--- src/rtl/systolic_pkg.sv ---
// Shared types and defaults for the systolic tile driver.
package systolic_pkg;

    localparam int ARRAY_SIZE = 4;
    localparam int DATA_WIDTH = 8;
    localparam int ACC_WIDTH  = 32;

    // Driver sequencing states.
    typedef enum logic [2:0] {
        IDLE,
        CLEAR,
        STREAM,
        DRAIN,
        CAPTURE,
        OUTPUT
    } state_t;

    // One operand vector (A column or B row), lane 0 in the low bits.
    typedef logic [ARRAY_SIZE-1:0][DATA_WIDTH-1:0] a_vec_t;

    // One result row, lane 0 = column 0.
    typedef logic [ARRAY_SIZE-1:0][ACC_WIDTH-1:0] c_row_t;

endpackage

--- src/rtl/systolic_tile_driver.sv ---
// Initiator-side controller for the 4x4 signed systolic MAC array: clears the
// array, streams one tile of operand beats, flushes with zeros, captures the
// 16 accumulators and returns them as four row beats.
module systolic_tile_driver #(
    parameter int ARRAY_SIZE   = systolic_pkg::ARRAY_SIZE,
    parameter int DATA_WIDTH   = systolic_pkg::DATA_WIDTH,
    parameter int ACC_WIDTH    = systolic_pkg::ACC_WIDTH,
    parameter int CLR_CYCLES   = 4,
    parameter int DRAIN_CYCLES = 12,
    parameter int KCNT_WIDTH   = 16
) (
    input  logic                                    clk,
    input  logic                                    reset,
    input  logic                                    op_valid,
    output logic                                    op_ready,
    input  logic [ARRAY_SIZE*DATA_WIDTH-1:0]        op_a,
    input  logic [ARRAY_SIZE*DATA_WIDTH-1:0]        op_b,
    input  logic                                    op_last,
    output logic                                    arr_reset,
    output logic                                    arr_enable,
    output logic [ARRAY_SIZE*DATA_WIDTH-1:0]        arr_a,
    output logic [ARRAY_SIZE*DATA_WIDTH-1:0]        arr_b,
    input  logic [ARRAY_SIZE*ARRAY_SIZE*ACC_WIDTH-1:0] arr_c,
    output logic                                    res_valid,
    input  logic                                    res_ready,
    output logic [ARRAY_SIZE*ACC_WIDTH-1:0]         res_data,
    output logic [1:0]                              res_row,
    output logic                                    res_last,
    output logic                                    busy,
    output logic [KCNT_WIDTH-1:0]                   k_count
);

    import systolic_pkg::*;

    localparam int         ROW_W      = ARRAY_SIZE * ACC_WIDTH;
    localparam logic [7:0] CLR_LAST   = 8'(CLR_CYCLES - 1);
    localparam logic [7:0] DRAIN_LAST = 8'(DRAIN_CYCLES - 1);

    state_t           state;
    state_t           next_state;
    logic [7:0]       cnt;
    logic [ROW_W-1:0] result [ARRAY_SIZE];
    logic             beat_acc;
    logic             res_hs;

    // op_ready is the only combinational output: it is just the STREAM decode.
    assign op_ready = (state == STREAM);
    assign beat_acc = op_valid && op_ready;
    assign res_hs   = (state == OUTPUT) && res_valid && res_ready;

    // State register.
    always_ff @(posedge clk) begin
        if (reset) state <= IDLE;
        else       state <= next_state;
    end

    // Next-state decode; the IDLE beat only triggers the clear, it is not consumed.
    always_comb begin
        next_state = state;
        unique case (state)
            IDLE:    if (op_valid)                 next_state = CLEAR;
            CLEAR:   if (cnt == CLR_LAST)          next_state = STREAM;
            STREAM:  if (beat_acc && op_last)      next_state = DRAIN;
            DRAIN:   if (cnt == DRAIN_LAST)        next_state = CAPTURE;
            CAPTURE:                               next_state = OUTPUT;
            OUTPUT:  if (res_hs && res_row == 2'd3) next_state = IDLE;
            default:                               next_state = IDLE;
        endcase
    end

    // Shared dwell counter for CLEAR and DRAIN, restarted on every state change.
    always_ff @(posedge clk) begin
        if (reset)                    cnt <= '0;
        else if (next_state != state) cnt <= '0;
        else                          cnt <= cnt + 8'd1;
    end

    // Beats accepted in the current tile; cleared when a new tile starts, saturating.
    always_ff @(posedge clk) begin
        if (reset)                               k_count <= '0;
        else if (state == IDLE && op_valid)      k_count <= '0;
        else if (beat_acc && !(&k_count))        k_count <= k_count + KCNT_WIDTH'(1);
    end

    // Array drive. The last beat lands in the first DRAIN cycle, so enable stays
    // high for every DRAIN cycle: one data cycle followed by zero flush cycles.
    // Bubbles drop enable and hold the operands so the frozen array is unaffected.
    always_ff @(posedge clk) begin
        if (reset) begin
            arr_reset  <= 1'b1;
            arr_enable <= 1'b0;
            arr_a      <= '0;
            arr_b      <= '0;
        end else begin
            arr_reset  <= (next_state == CLEAR);
            arr_enable <= beat_acc || (state == DRAIN && next_state == DRAIN);
            if (beat_acc) begin
                arr_a <= op_a;
                arr_b <= op_b;
            end else if (state == DRAIN) begin
                arr_a <= '0;
                arr_b <= '0;
            end
        end
    end

    // Snapshot all accumulators in CAPTURE, stored row by row.
    always_ff @(posedge clk) begin
        if (reset) begin
            for (int r = 0; r < ARRAY_SIZE; r++) result[r] <= '0;
        end else if (state == CAPTURE) begin
            for (int r = 0; r < ARRAY_SIZE; r++) result[r] <= arr_c[r*ROW_W +: ROW_W];
        end
    end

    // Result beats. Row 0 is loaded straight from arr_c while the snapshot is
    // being taken; later rows come from the snapshot on each handshake.
    always_ff @(posedge clk) begin
        if (reset) begin
            res_valid <= 1'b0;
            res_row   <= 2'd0;
            res_last  <= 1'b0;
            res_data  <= '0;
        end else begin
            res_valid <= (next_state == OUTPUT);
            if (state == CAPTURE) begin
                res_row  <= 2'd0;
                res_last <= 1'b0;
                res_data <= arr_c[0 +: ROW_W];
            end else if (res_hs) begin
                if (res_row == 2'd3) begin
                    res_row  <= 2'd0;
                    res_last <= 1'b0;
                end else begin
                    res_row  <= res_row + 2'd1;
                    res_last <= (res_row == 2'd2);
                    res_data <= result[res_row + 2'd1];
                end
            end
        end
    end

    // Busy flag tracks the registered state one-for-one.
    always_ff @(posedge clk) begin
        if (reset) busy <= 1'b0;
        else       busy <= (next_state != IDLE);
    end

endmodule

--- config.mk ---
export PLATFORM = sky130hd
export DESIGN_NAME = systolic_tile_driver
export DESIGN_NICKNAME = d
export VERILOG_FILES = /design/src/rtl/systolic_pkg.sv /design/src/rtl/systolic_tile_driver.sv
export SDC_FILE = /design/constraint.sdc
export NUM_CORES = 1
export LEC_CHECK = 0
export CORE_AREA = 2 2 309 311
export CTS_CLUSTER_DIAMETER = 50
export DETAILED_ROUTE_END_ITERATION = 6
export DIE_AREA = 0 0 311 313
export GPL_TIMING_DRIVEN = 0
export PLACE_DENSITY_LB_ADDON = 0.08
export SYNTH_ARGS = -nofsm -noshare
export SYNTH_HDL_FRONTEND = slang
export SYNTH_SLANG_ARGS = --single-unit
--- constraint.sdc ---
create_clock -name clk -period 21.2 [get_ports clk]
set_input_delay 2.12 -clock clk [delete_from_list [all_inputs] [get_ports clk]]
set_output_delay 2.12 -clock clk [all_outputs]
set_load 0.05 [all_outputs]
## Word level (Yosys, flattened, before mapping)

Memories as Yosys holds them, arrays and structs flattened.
Cells that the tools add are included.

- Memory bits (writable): 512
- Bits of input ports: 581
- Output and inout port bits: 216
- Word-level logic and storage cells: 76
- Memories: 1
- Register bits: 226

Memories:

| memory | words | width | read ports | clocked after memory_dff | write ports | RTL line | source |
|---|---|---|---|---|---|---|---|
| result | 4 | 128 | 1 | 0 | 4 | systolic_tile_driver.sv:42 | `logic [ROW_W-1:0] result [ARRAY_SIZE];` |

- Add/sub/neg operators: 3
- Equality and inequality tests: 14
- Multiplexer cells: 23
- Bitwise logic cells: 4
- Reduce and logical (&&, ||, !) cells: 19

Operators by type and width:

| operator | count |
|---|---|
| $mux 128 | 7 |
| $mux 32 | 3 |
| $pmux 3 s6 | 1 |
| $add 16x1->16 const B | 1 |
| $reduce_and 16->1 | 1 |
| $mux 3 | 5 |
| $eq 3x2->1 const B | 3 |
| $eq 3x3->1 const B | 3 |
| $add 8x1->8 const B | 1 |
| $eq 8x2->1 const B | 1 |
| $eq 8x4->1 const B | 1 |
| $logic_and 1x1->1 | 8 |
| $eq 3x1->1 const B | 2 |
| $mux 1 | 6 |
| $reduce_or 2->1 | 3 |
| $eq 2x2->1 const B | 2 |
| $or 1x1->1 | 4 |
| $reduce_bool 2->1 | 2 |
| $logic_not 3->1 | 1 |
| $ne 3x3->1 | 1 |
| $reduce_bool 3->1 | 1 |
| $add 2x1->2 const B | 1 |
| $mux 2 | 1 |
| $ne 2x1->1 const B | 1 |
| other kinds (3) | 3 |

## Longest topological paths before layout

- Word-level depth: 9
- Gate-level depth with buffers: 9
- Mapped depth without buffers: 5

## Least setup slack after synthesis

OpenSTA, ideal clock, no wires.

- Path kind: input to register
- Start point: in reset
- End point: mem result[0][0] (netlist bit) (enable)
- Path slack: 6.540 ns
- Stages: 4
- Data arrival time: 11.009 ns
- Setup time: 3.651 ns
- Data required time: 17.549 ns
- Path buffers: 2
- Path through: inv_1 > clkbuf_1 > clkbuf_1 > nand2_1

RTL lines:

| what | RTL line | source |
|---|---|---|
| from (decl) | systolic_tile_driver.sv:13 | `input logic reset,` |
| to (decl) | systolic_tile_driver.sv:42 |  |

==> metrics.log <==
INFO  metric status = completed
INFO  metric area.growth.synth_to_final = 42.7%
INFO  metric power_switching = 801 uW
INFO  metric ys_seq_area_share = 63.2%
INFO  metric final_min_period_over_clock_period = 24.5%
INFO  metric critPathCaptureType = register
INFO  metric gr-usage-all-layers = 25.1%
INFO  metric grt_max_degree = 72
INFO  metric die_h = 313 um
INFO  metric timing.setup.critical_path_class = in2reg
INFO  metric worstSetupStartpointType = input pin
INFO  metric p_int = 2760 uW
INFO  metric finalHoldViolations = 0
INFO  metric floorplan.die_area = 97300 sq um
INFO  metric clk_path_buf_depth = 3
INFO  metric critical_path_peak_fanout = 64
INFO  metric synth_enable_flop_cells = 512
INFO  metric route.detailed.drc = 0
INFO  metric cts.hold.buffers_added = 0
INFO  metric syn-instance-count = 2276
INFO  metric clock.fmax = 193 MHz
INFO  metric worst_path_largest_cell_delay = 0.67 ns
INFO  metric dpl.hpwl = 92000 um
INFO  metric drt_first_pass_iters = 7
INFO  metric vdd.ir_drop.worst = 0.0724 mV
INFO  metric worst_ep_arrival_time = 5.55 ns
INFO  metric r2r.worst_path.cells = 9
INFO  metric mappedNetlistNets = 2861
INFO  metric tightest_slew = 1.31 ns
INFO  metric power.density = 79.2 nW/um^2
INFO  metric power.static_leakage = 0.0174 uW
INFO  metric clockPowerShare = 49.9%
INFO  metric finalWeightedCongestion = 0.859
INFO  metric finClkSkew = 0.0176 ns
INFO  metric synthDominantAreaCellType = edfxtp_1
INFO  metric critical_path.top_delay_family = buffers and inverters
INFO  metric fp-row-count = 113
INFO  metric vias = 24100
INFO  metric drive_above_1_share = 12.2%
INFO  metric synth-warning-count = 0
INFO  metric avgSynthCellArea = 13.8 sq um
INFO  metric shortest_clock_period_the_worst_path_allows_after_layout = 5.19 ns
INFO  metric synth_top_cell_area_share = 48.8%
INFO  metric cts.sinks = 738
INFO  metric totalPowerFinal = 3560 uW
INFO  metric floorplan.initialDensity = 33.5%
INFO  metric totalWireLength = 126000 um
INFO  metric nets = 3772
INFO  metric worst_path_bufs_invs = 7
INFO  metric worstPathCellList = clkdlybuf4s50_1 > inv_1 > clkbuf_1 > clkbuf_2 > nand2_4 > buf_16 > buf_16 > buf_16
INFO  metric maxSlewHeadroom = 12.5%
INFO  metric number_of_antenna_violations_at_the_first_check_in_global_routing = 62
INFO  metric most_frequent_cell_on_the_critical_path = buf_16
INFO  metric fraction_of_power_spent_switching_nets = 22.5%
INFO  metric ys_dominant_reg_cell = edfxtp_1
INFO  metric power.sequential.fraction = 44.4%
INFO  metric postSynthRegisterBits = 738
INFO  metric setup_repair_after_global_routing_missed_its_margin = false
INFO  metric overflow = 0
INFO  metric numCtsBuffers = 105
INFO  metric portBuffers = 796
INFO  metric cts_root_buf = clkbuf_16
INFO  metric clk_pin_slew_worst_paths = 0.06 ns
INFO  metric critical-path-slowest-cell = clkbuf_1
INFO  metric grt_pass1_wl = 177000 um
INFO  metric floorplan.core_area = 94200 sq um
INFO  metric cap_violations = 0
INFO  metric post_cts.resized_instances = 0
INFO  metric viasPerCell = 5.27
INFO  metric drt_iter0_markers = 2025
INFO  metric netlist_top_cells_area = edfxtp_1 49%, dfxtp_1 14%, and3_1 10%
INFO  metric utilization = 47.7%
INFO  metric most_frequent_cells_in_the_layout = 796 x clkdlybuf4s50_1, 517 x and3_1, 512 x edfxtp_1, 226 x dfxtp_1, 207 x nor2_1
INFO  metric combinationalPowerShare = 5.7%
INFO  metric detail_route.wl_per_cell = 27.5 um
INFO  metric cts_setup_buffers = 0
INFO  metric via_count_of_the_first_global_routing_pass = 24800
INFO  metric layout_commonest_cell = clkdlybuf4s50_1
INFO  metric cp_num_cells = 8
INFO  metric worst_hold_path_type = reg2reg
INFO  metric ys_async_sr_fraction = 0%
INFO  metric timing_max_transition_violations_final = 0
INFO  metric worst_hold_path.num_cells = 1
INFO  metric number_of_nets_with_antenna_violations_after_routing = 0
INFO  metric synth.distinct_cells = 52
INFO  metric r2r_slack = 17.93 ns
INFO  metric ioPinCount = 797
INFO  metric cts_tree = built
INFO  metric netlist_area = 31500 sq um
INFO  metric crit_required = 21.56 ns
INFO  metric setup_viol = 0
INFO  metric worst_skew_pair.late_latency = 0.65 ns
INFO  metric cts-htree-levels = 3
INFO  metric chipWidth = 311 um
-- power by group through the flow --
stage	sequential (uW)	clock [uW]	combinational, uW
detailed placement	1610	0	204
global route	1580	1870	215
finish	1580	1780	204
global placement	1650	0	198
floorplan	1640	0	47.0
CTS	1580	1800	205
-- worst reg2reg max path: cells and delay by family (launching register included) --
family          cells  cell delay, ns
flops               1            0.42
mux                 2            0.54
fa+ha+maj           1            0.34
buf+inv             5            1.73
compound gates      1            0.09
-- flip-flops by register name, summed over array words and instances, names as in the netlist --
signal	flops
cnt	8
state	3
k_count	16
busy	1
res_data	128
res_valid	1
result	512
arr_a	32
res_row	2
arr_reset	1
res_last	1
arr_b	32
arr_enable	1
-- layer usage --
| metal | global-route usage (%) | wire [um] | share of wire (%) |
|---|---|---|---|
| met1 | 30.3 | 48600 | 39 |
| met2 | 43.2 | 63000 | 50 |
| met3 | 7.71 | 10700 | 8.5 |
| met4 | 7.37 | 3040 | 2.4 |
| met5 | 0 | 401 | 0.32 |
-- layout make-up --
class / count / area, sq um
Antenna cell: 23 / 57.6
Buffer: 225 / 1060
Clock buffer: 132 / 2940
Clock inverter: 67 / 651
Fill cell: 8443 / 49200
Inverter: 5 / 18.8
Multi-Input combinational cell: 1308 / 10500
Sequential cell: 738 / 19900
Tap cell: 1265 / 1580
Timing Repair Buffer: 804 / 8190
-- synthesized netlist by cell type, types with 17 or more instances --
| library cell | number |
|---|---|
| a211oi_1 | 128 |
| a21oi_1 | 17 |
| a22oi_1 | 65 |
| and3_1 | 517 |
| buf_2 | 41 |
| clkbuf_1 | 168 |
| dfxtp_1 | 226 |
| edfxtp_1 | 512 |
| mux2i_1 | 132 |
| mux4_2 | 128 |
| nand2_1 | 21 |
| nor2_1 | 207 |
-- final timing paths --
kind                           startpoint                          end
setup / recovery                    reset  result[0][29]$_SDFFCE_PN0P_
hold / removal          cnt[0]$_SDFF_PP0_            cnt[0]$_SDFF_PP0_
setup reg to reg  res_row[0]$_SDFFE_PP0P_   res_data[120]$_SDFFE_PP0P_
hold reg to reg         cnt[0]$_SDFF_PP0_            cnt[0]$_SDFF_PP0_
-- logic make-up (layout without fill, tap and decap cells) --
logic type | count (synthesis) | after routing | synth area share (%)
muxes | 261 | 261 | 13.4
and+or+nand+nor | 803 | 803 | 14.3
buffers and inverters | 230 | 1233 | 3.38
DFF | 738 | 738 | 63.2
adders and majority gates | 4 | 4 | 0.159
other | 0 | 23 | 0
xor gates and xnor gates | 7 | 7 | 0.195
AOI/OAI and AO/OA | 233 | 233 | 5.44
-- stage by stage --
step | setup slack (ns) | TNS [ns] | hold WS, ns | instances | cell area, sq um
3_3_place_gp | -2.32 | -1160.55 | 0.430 | 4337 | 41000
2_1_floorplan | 6.54 | 0 | 0.413 | 2276 | 31500
3_5_place_dp | 15.23 | 0 | 0.437 | 4345 | 41300
4_1_cts | 15.92 | 0 | 0.445 | 4544 | 44900
5_1_grt | 15.83 | 0 | 0.465 | 4557 | 44900
6_report | 16.01 | 0 | 0.446 | 4567 | 44900
Power figures use the tool's default switching activity.
